## src/rtl/bus_ep_pkg.sv

```systemverilog
// Shared types and packet field helpers for the parallel-bus device endpoint.
package bus_ep_pkg;

  localparam int STAT_W = 16;
  localparam int MAX_W  = 256;

  typedef enum logic [1:0] {TX_IDLE, TX_PUSH, TX_GAP} tx_state_e;
  typedef enum logic [1:0] {RX_IDLE, RX_POP, RX_HOLD} rx_state_e;

  // Callers zero-extend the packet to MAX_W and truncate the result back to id_w / payload width.
  function automatic logic [MAX_W-1:0] get_dst(input logic [MAX_W-1:0] pkt, input int bits, input int id_w);
    return (pkt >> (bits - id_w)) & ~({MAX_W{1'b1}} << id_w);
  endfunction

  function automatic logic [MAX_W-1:0] get_payload(input logic [MAX_W-1:0] pkt, input int bits, input int id_w);
    return pkt & ~({MAX_W{1'b1}} << (bits - id_w));
  endfunction

endpackage

```

## src/rtl/bus_ep_sat_cnt.sv

```systemverilog
// Saturating event counter with synchronous clear.
module bus_ep_sat_cnt
  import bus_ep_pkg::*;
#(
  parameter int W = STAT_W
)(
  input  logic         clk,
  input  logic         clear,
  input  logic         inc,
  output logic [W-1:0] cnt
);

  always_ff @(posedge clk) begin
    if (clear)
      cnt <= '0;
    else if (inc && (cnt != {W{1'b1}}))
      cnt <= cnt + 1'b1;
  end

endmodule

```

## src/rtl/bus_dev_endpoint.sv

```systemverilog
// Device-side endpoint for one parallel-bus node: paced TX push, ID-filtered RX pop.
// Define BUS_EP_STATS_EN to add the tx_cnt / rx_cnt / drop_cnt statistics ports.
module bus_dev_endpoint
  import bus_ep_pkg::*;
#(
  parameter int              bits  = 65,
  parameter int              id_w  = 8,
  parameter logic [id_w-1:0] id    = '0,
  parameter logic [id_w-1:0] bdcst = {id_w{1'b1}},
  parameter int              gap   = 2
)(
  input  logic                 clk,
  input  logic                 reset,
  input  logic                 tx_valid,
  output logic                 tx_ready,
  input  logic [id_w-1:0]      tx_dst,
  input  logic [bits-id_w-1:0] tx_payload,
  output logic                 push,
  output logic [bits-1:0]      D_push,
  input  logic                 pndng,
  output logic                 pop,
  input  logic [bits-1:0]      D_pop,
  output logic                 rx_valid,
  input  logic                 rx_ready,
  output logic                 rx_src_bcst,
  output logic [bits-id_w-1:0] rx_payload
`ifdef BUS_EP_STATS_EN
  ,
  output logic [STAT_W-1:0]    tx_cnt,
  output logic [STAT_W-1:0]    rx_cnt,
  output logic [STAT_W-1:0]    drop_cnt
`endif
);

  localparam int PAY_W = bits - id_w;

  tx_state_e         tx_state, tx_state_nxt;
  logic [7:0]        gap_cnt, gap_cnt_nxt;
  logic              tx_ready_nxt, push_nxt, tx_accept;
  logic [bits-1:0]   d_push_nxt;

  rx_state_e         rx_state, rx_state_nxt;
  logic [bits-1:0]   rx_buf;
  logic [id_w-1:0]   rx_dst;
  logic              rx_hit, rx_load;
  logic              pop_nxt, rx_valid_nxt, rx_bcst_nxt;
  logic [PAY_W-1:0]  rx_payload_nxt;

  assign tx_accept = tx_ready && tx_valid;

  always_comb begin
    tx_state_nxt = tx_state;
    gap_cnt_nxt  = gap_cnt;
    tx_ready_nxt = 1'b0;
    push_nxt     = 1'b0;
    d_push_nxt   = D_push;
    case (tx_state)
      TX_IDLE: begin
        tx_ready_nxt = 1'b1;
        if (tx_accept) begin
          tx_state_nxt = TX_PUSH;
          push_nxt     = 1'b1;
          tx_ready_nxt = 1'b0;
          d_push_nxt   = {tx_dst, tx_payload};
        end
      end
      TX_PUSH: begin
        if (gap == 0) begin
          tx_state_nxt = TX_IDLE;
          tx_ready_nxt = 1'b1;
        end else begin
          tx_state_nxt = TX_GAP;
          gap_cnt_nxt  = 8'(gap);
        end
      end
      TX_GAP: begin
        if (gap_cnt <= 8'd1) begin
          tx_state_nxt = TX_IDLE;
          tx_ready_nxt = 1'b1;
        end else begin
          gap_cnt_nxt  = gap_cnt - 8'd1;
        end
      end
      default: tx_state_nxt = TX_IDLE;
    endcase
  end

  // TX state and registered outputs
  always_ff @(posedge clk) begin
    if (!reset) begin
      tx_state <= TX_IDLE;
      gap_cnt  <= '0;
      tx_ready <= 1'b0;
      push     <= 1'b0;
      D_push   <= '0;
    end else begin
      tx_state <= tx_state_nxt;
      gap_cnt  <= gap_cnt_nxt;
      tx_ready <= tx_ready_nxt;
      push     <= push_nxt;
      D_push   <= d_push_nxt;
    end
  end

  assign rx_dst = id_w'(get_dst(MAX_W'(rx_buf), bits, id_w));
  assign rx_hit = (rx_dst == id) || (rx_dst == bdcst);

  always_comb begin
    rx_state_nxt   = rx_state;
    rx_load        = 1'b0;
    pop_nxt        = 1'b0;
    rx_valid_nxt   = 1'b0;
    rx_bcst_nxt    = rx_src_bcst;
    rx_payload_nxt = rx_payload;
    case (rx_state)
      RX_IDLE: begin
        if (pndng) begin
          rx_state_nxt = RX_POP;
          rx_load      = 1'b1;
          pop_nxt      = 1'b1;
        end
      end
      // pndng still reflects the packet being popped here, so it is not looked at
      RX_POP: begin
        if (rx_hit) begin
          rx_state_nxt   = RX_HOLD;
          rx_valid_nxt   = 1'b1;
          rx_bcst_nxt    = (rx_dst == bdcst);
          rx_payload_nxt = PAY_W'(get_payload(MAX_W'(rx_buf), bits, id_w));
        end else begin
          rx_state_nxt   = RX_IDLE;
        end
      end
      RX_HOLD: begin
        rx_valid_nxt = 1'b1;
        if (rx_ready) begin
          rx_state_nxt = RX_IDLE;
          rx_valid_nxt = 1'b0;
        end
      end
      default: rx_state_nxt = RX_IDLE;
    endcase
  end

  // RX state and registered outputs
  always_ff @(posedge clk) begin
    if (!reset) begin
      rx_state    <= RX_IDLE;
      pop         <= 1'b0;
      rx_valid    <= 1'b0;
      rx_src_bcst <= 1'b0;
      rx_payload  <= '0;
    end else begin
      rx_state    <= rx_state_nxt;
      pop         <= pop_nxt;
      rx_valid    <= rx_valid_nxt;
      rx_src_bcst <= rx_bcst_nxt;
      rx_payload  <= rx_payload_nxt;
    end
  end

  always_ff @(posedge clk) begin
    if (rx_load)
      rx_buf <= D_pop;
  end

`ifdef BUS_EP_STATS_EN
  logic rx_pop_cyc;
  assign rx_pop_cyc = (rx_state == RX_POP);

  bus_ep_sat_cnt #(.W(STAT_W)) u_tx_cnt (
    .clk(clk), .clear(!reset), .inc(tx_accept), .cnt(tx_cnt)
  );
  bus_ep_sat_cnt #(.W(STAT_W)) u_rx_cnt (
    .clk(clk), .clear(!reset), .inc(rx_pop_cyc && rx_hit), .cnt(rx_cnt)
  );
  bus_ep_sat_cnt #(.W(STAT_W)) u_drop_cnt (
    .clk(clk), .clear(!reset), .inc(rx_pop_cyc && !rx_hit), .cnt(drop_cnt)
  );
`endif

endmodule

```

## config.mk

```make
export PLATFORM = sky130hd
export DESIGN_NAME = bus_dev_endpoint
export DESIGN_NICKNAME = d
export VERILOG_FILES = /design/src/rtl/bus_ep_pkg.sv /design/src/rtl/bus_ep_sat_cnt.sv /design/src/rtl/bus_dev_endpoint.sv
export SDC_FILE = /design/constraint.sdc
export NUM_CORES = 1
export LEC_CHECK = 0
export ABC_AREA = 1
export CAP_MARGIN = 20
export CORE_MARGIN = 1
export CORE_UTILIZATION = 44
export DETAILED_ROUTE_END_ITERATION = 8
export PLACE_DENSITY = 0.79
export SLEW_MARGIN = 10
export SYNTH_ARGS = -nofsm -noshare
export SYNTH_HDL_FRONTEND = slang
export SYNTH_HIERARCHICAL = 1
export SYNTH_SLANG_ARGS = --single-unit
export TNS_END_PERCENT = 50
```

## constraint.sdc

```tcl
create_clock -name clk -period 2.6 [get_ports clk]
set_input_delay 0.26 -clock clk [delete_from_list [all_inputs] [get_ports clk]]
set_output_delay 0.26 -clock clk [all_outputs]
set_load 0.02 [all_outputs]
```

# == Yosys cells after proc, flatten, opt, wreduce, memory -nomap -nowiden ==
# Index checks and enable logic that the tools add are counted.
# word_totals
regBits,204
latchBits,0
mem_bits_rw,0
mem_bits_ro,0
out_inout_bits,127
elab_cells,53
memories,0
# op_classes
addsub,1
n_mul,0
n_div,0
n_lt_le_gt_ge,1
n_eq_ne,10
shifts,0
muxes,18
bitwise,0
n_reduce_logical,12
# op_table
cell,n
$pmux W8 S2,1
$pmux W2 S3,2
$reduce_and A2 Y1,6
$mux W2,5
$ne A2 B2 Y1 const B,5
$eq A8 B8 Y1 const B,1
$le A8 B1 Y1 const B,1
$logic_not A8 Y1,1
$mux W8,1
$sub A8 B1 Y8 const B,1
$mux W1,7
$eq A2 B1 Y1 const B,2
$eq A2 B2 Y1 const B,2
$logic_not A2 Y1,2
$pmux W1 S2,2
$reduce_bool A2 Y1,1
$logic_and A1 B1 Y1,1
$logic_or A1 B1 Y1,1

# == Longest topological paths before layout ==
# depth
word_depth,4
ltp_mapped,10

# == Worst setup path before layout ==
# OpenSTA, ideal clock, no wires.
# synth_timing
kind,register to register
start,reg rx_state[0]
end,reg rx_buf[0] (enable)
setup_time_ns,0.419
arrival_time_ns,1.859
path_slack_ns,0.322
path_stages_with_launch,5
path_buffers,0
synth_period_minus_slack_ns,2.278
cell_sequence,dfxtp_1 -> inv_1 -> ha_1 -> nand2_1 -> inv_1
# synth_via
elab_chain_len,2
# synth_lines
element,line,text
from (decl),bus_dev_endpoint.sv:42,"rx_state_e rx_state, rx_state_nxt;"
from (signal assigned),bus_dev_endpoint.sv:154,rx_state <= rx_state_nxt;
$logic_not A2 Y1,bus_dev_endpoint.sv:115,case (rx_state)
$mux W1,bus_dev_endpoint.sv:115,
to (signal assigned),bus_dev_endpoint.sv:164,rx_buf <= D_pop;
to (decl),bus_dev_endpoint.sv:43,logic [bits-1:0] rx_buf;
# No other way between the ends.
# A chain may end at the register's enable or synchronous reset.

# == Final worst setup path ==
# layout_timing
start,reg rx_state[1]
end,reg rx_payload[53]
# layout_via
elab_chain_len,2
# layout_lines
element,line,text
$eq A2 B1 Y1,bus_dev_endpoint.sv:115,
$reduce_and A2 Y1 (no line),--,
to (signal assigned),bus_dev_endpoint.sv:158,rx_payload <= rx_payload_nxt;
to (decl),bus_dev_endpoint.sv:26,output logic [bits-id_w-1:0] rx_payload
# No other way between the ends.

==> summary.txt <==
Run status
  – Status: finished clean

CTS
  – CTS tree: yes
  – Clock Latency Late Sink: about 0.5 ns
  – Hold buffers post-CTS: 0
  – CTS Sinks: roughly 200
  – Post-CTS Setup Inserts: 0
  – Reg clk slew, reported paths: 0.06 ns
  – CTS resizes: 0
  – Max Root-Sink Buffers: 3
  – Inserted Clock Buffers: 21
  – H-Tree Depth: 1
  – Root Driver: clkbuf_16

Global routing
  – Vias in the first global route: 5713
  – Total Routing Usage GR: 20.9%
  – Initial antenna violation count: 0
  – Total grt overflow: 0
  – First-pass GRT wire length: 27700 microns
  – Largest net degree at the start of global routing: 74

Drt
  – Vias after detailed routing: 5973
  – Initial DRC count: about 350
  – Routed WL per cell: 14.6 microns
  – # DRC: 0
  – First drt pass iteration count: 4
  – Post-route ant nets: 0
  – Routed wire length: approximately 18000 microns
  – Via/cell ratio: 4.88

Synthesis
  – Seq cells post-synth: 204
  – Mux contribution to synthesized area: 0%
  – Sequential area share after synthesis: between 60% and 70%
  – Syn Nets: 883
  – Syn. warnings: 6
  – Post-Synth XOR/XNOR Area: 0.123%
  – Post-Syn Area: 7130 sq um
  – Netlist cell types: 22
  – Largest family of logic cells by synthesized area: simple AND/OR/NAND/NOR gates
  – Synth Area in Compound Gates: under 10%
  – Mapped Avg Cell Area: 9.60 sq um
  – Synth Area in Simple Gates: 18.4%
  – Synthesized instance count: 743
  – Post-Synth Adder-Cell Area: less than 1%

Setup path
  – R2r setup slk: 0.62 ns
  – Cell mode on critical path: inv_1
  – Max incr delay on CP: between 0.3 and 0.4 ns
  – WP data required: between 3 and 4 ns
  – Setup crit start kind: flop
  – Worst path arrival time: ~2.4 ns
  – Critical-path top delay cell: nand2_2
  – Critical path fanouts, max: 49
  – Crit path kind: reg2reg
  – Crit end category: flop
  – Reg2reg start: rx_state[1]
  – Worst reg2reg path depth: 9
  – Worst path cell trace: inv_1 -> ha_1 -> inv_1 -> nor2_1 -> nand3b_2 -> nand2_2 -> buf_12 -> nand2_1 -> a21oi_1
  – Critical R2R Capture: rx_payload[53]

Die
  – DIE AREA: 16700 sq um
  – Die Span Y: 129 microns
  – Num ports: 262
  – Rows: 46
  – Initial Utilization: 45.1%
  – Die width: 129 microns
  – CORE AREA: about 16000 sq um

Pwr
  – Sequential Power Share: 49.9%
  – Sw Ratio: 23.2%
  – Clock power share: 38.6%
  – Pint: ~5.5 mW
  – Sw power: about 1.7 mW
  – Pwr Density: approximately 680 nW/um^2
  – Gate power share: 11.5%
  – Total power: between 7 and 8 mW
  – Leak pwr: 3.81 nW
  – Max VDD drop: 532 uV

Finish
  – Post-layout nets: 1132
  – ANT cells: 0
  – Most frequent cells in the layout: 260 x clkdlybuf4s50_1, 160 x nor2_1, 139 x dfxtp_1, 86 x nand2_1, 68 x nand3_1
  – Most common cell after layout, fill and taps aside: clkdlybuf4s50_1
  – Area grow syn2layout: 47.8%
  – Share of layout cells above drive strength 1: 4.87%

Timing
  – F_max: between 0.5 and 0.6 GHz
  – Actual slew at the worst max-slew pin: 0.635 ns
  – Setup TNS Final: 0 ns
  – Period utilization: 76.0%
  – Worst hold slack: 0.0909 ns
  – Slew Viols, Final: 0
  – Count of final setup violators: 0
  – Skew final: 0.00797 ns
  – Final Critical Period: 1.98 ns
  – Worst slew margin: between 50% and 60%
  – Final Hold Viols: 0
  – Post-route setup slack: 0.623 ns
  – RSZ-0062 raised after global routing: no

Placed design
  – PortBufs: 261
  – Post-Place Worst Slack: 0.618 ns
  – Detailed placement HPWL: 12000 microns
  – Placer congestion estimate: 0.810

Flow run
  – # Max-Cap Violations: 0

Worst hold path
  – Origin of the worst min-delay path: reset
  – Hold Path End: push
  – Worst Hold Depth: 3
  – Hold/Removal Path Class: in2reg
[layer usage]
metal	GRT usage, %	vias to the layer above	wire (microns)
li1	-	2960	-
met3	9.37	30	2450
met2	36.0	255	8480
met1	23.4	2728	6560
met5	0	-	0
met4	6.02	0	340
[layout make-up]
type / instances / area [sq um]
Tap cell: 216 / 270
Timing Repair Buffer: 273 / 2720
Multi-Input combinational cell: 465 / 2080
Sequential cell: 204 / 4730
Inverter: 27 / 101
Fill cell: 1253 / 5290
Clock buffer: 30 / 589
Clock inverter: 8 / 42.5
[registers in the layout (all words and copies together) (netlist names)]
signal,count
D_push,65
rx_src_bcst,1
gap_cnt,8
pop,1
rx_buf,65
push,1
tx_state,2
rx_payload,57
tx_ready,1
rx_valid,1
rx_state,2
[critical path, delay by kind of cell (launching register included)]
kind                       cells  cell delay (ns)
DFF                            1             0.31
AOI/OAI and AO/OA              1             0.15
buffers and inverters          3             0.40
and+or+nand+nor                4             0.85
adders and majority gates      1             0.15
[synthesized netlist by cell type]
| library cell | count | share of area, % |
|---|---|---|
| nand2_2 | 2 | 0.18 |
| o21ai_1 | 10 | 0.70 |
| or2_1 | 1 | 0.088 |
| nand2_1 | 86 | 4.5 |
| inv_1 | 27 | 1.4 |
| a21oi_1 | 64 | 4.5 |
| o21ai_0 | 63 | 4.4 |
| buf_1 | 3 | 0.16 |
| nand4_1 | 1 | 0.088 |
| edfxtp_1 | 65 | 27 |
| clkbuf_1 | 27 | 1.4 |
| buf_2 | 13 | 0.91 |
| nand3_1 | 69 | 4.8 |
| a32o_1 | 1 | 0.14 |
| buf_4 | 1 | 0.11 |
| nor3_1 | 1 | 0.070 |
| buf_6 | 3 | 0.47 |
| ha_1 | 5 | 0.88 |
| xor2_1 | 1 | 0.12 |
| dfxtp_1 | 139 | 39 |
| nor2_1 | 160 | 8.4 |
| nand3b_2 | 1 | 0.16 |
[cells by family after synthesis]
family	Yosys count
adders and majority gates	5
DFF	204
AOI/OAI and AO/OA	138
and+or+nand+nor	321
buffers and inverters	74
xor gates and xnor gates	1
[worst max path at each step]
| stage | from | endpoint | slack, ns | cells after the start |
|---|---|---|---|---|
| after floorplan | rx_state[0] | rx_buf[0] | 0.32 | 4 |
| after global placement | rx_state[1] | rx_payload[53] | 0.74 | 9 |
| after detailed placement | rx_state[1] | rx_payload[53] | 0.62 | 9 |
| after CTS | rx_state[1] | rx_payload[53] | 0.60 | 9 |
| after global routing | rx_state[1] | rx_payload[53] | 0.43 | 9 |
| final | rx_state[1] | rx_payload[53] | 0.62 | 9 |
[through the flow]
stage	cell area (sq um)	utilization [%]	std cells
finish	10500	66.6	1223
global route	10500	66.6	1223
CTS	10500	66.6	1223
detailed placement	9910	62.6	1185
global placement	9910	62.6	1185
floorplan	7130	-	743
[power by group through the flow]
stage	logic, mW	clock network [mW]	registers [mW]
2_1_floorplan	0.256	0	3.73
3_3_place_gp	0.813	0	3.62
3_5_place_dp	0.820	0	3.63
4_1_cts	0.827	2.84	3.56
5_1_grt	0.894	2.96	3.58
6_report	0.820	2.75	3.56
Power figures use the tool's default switching activity.
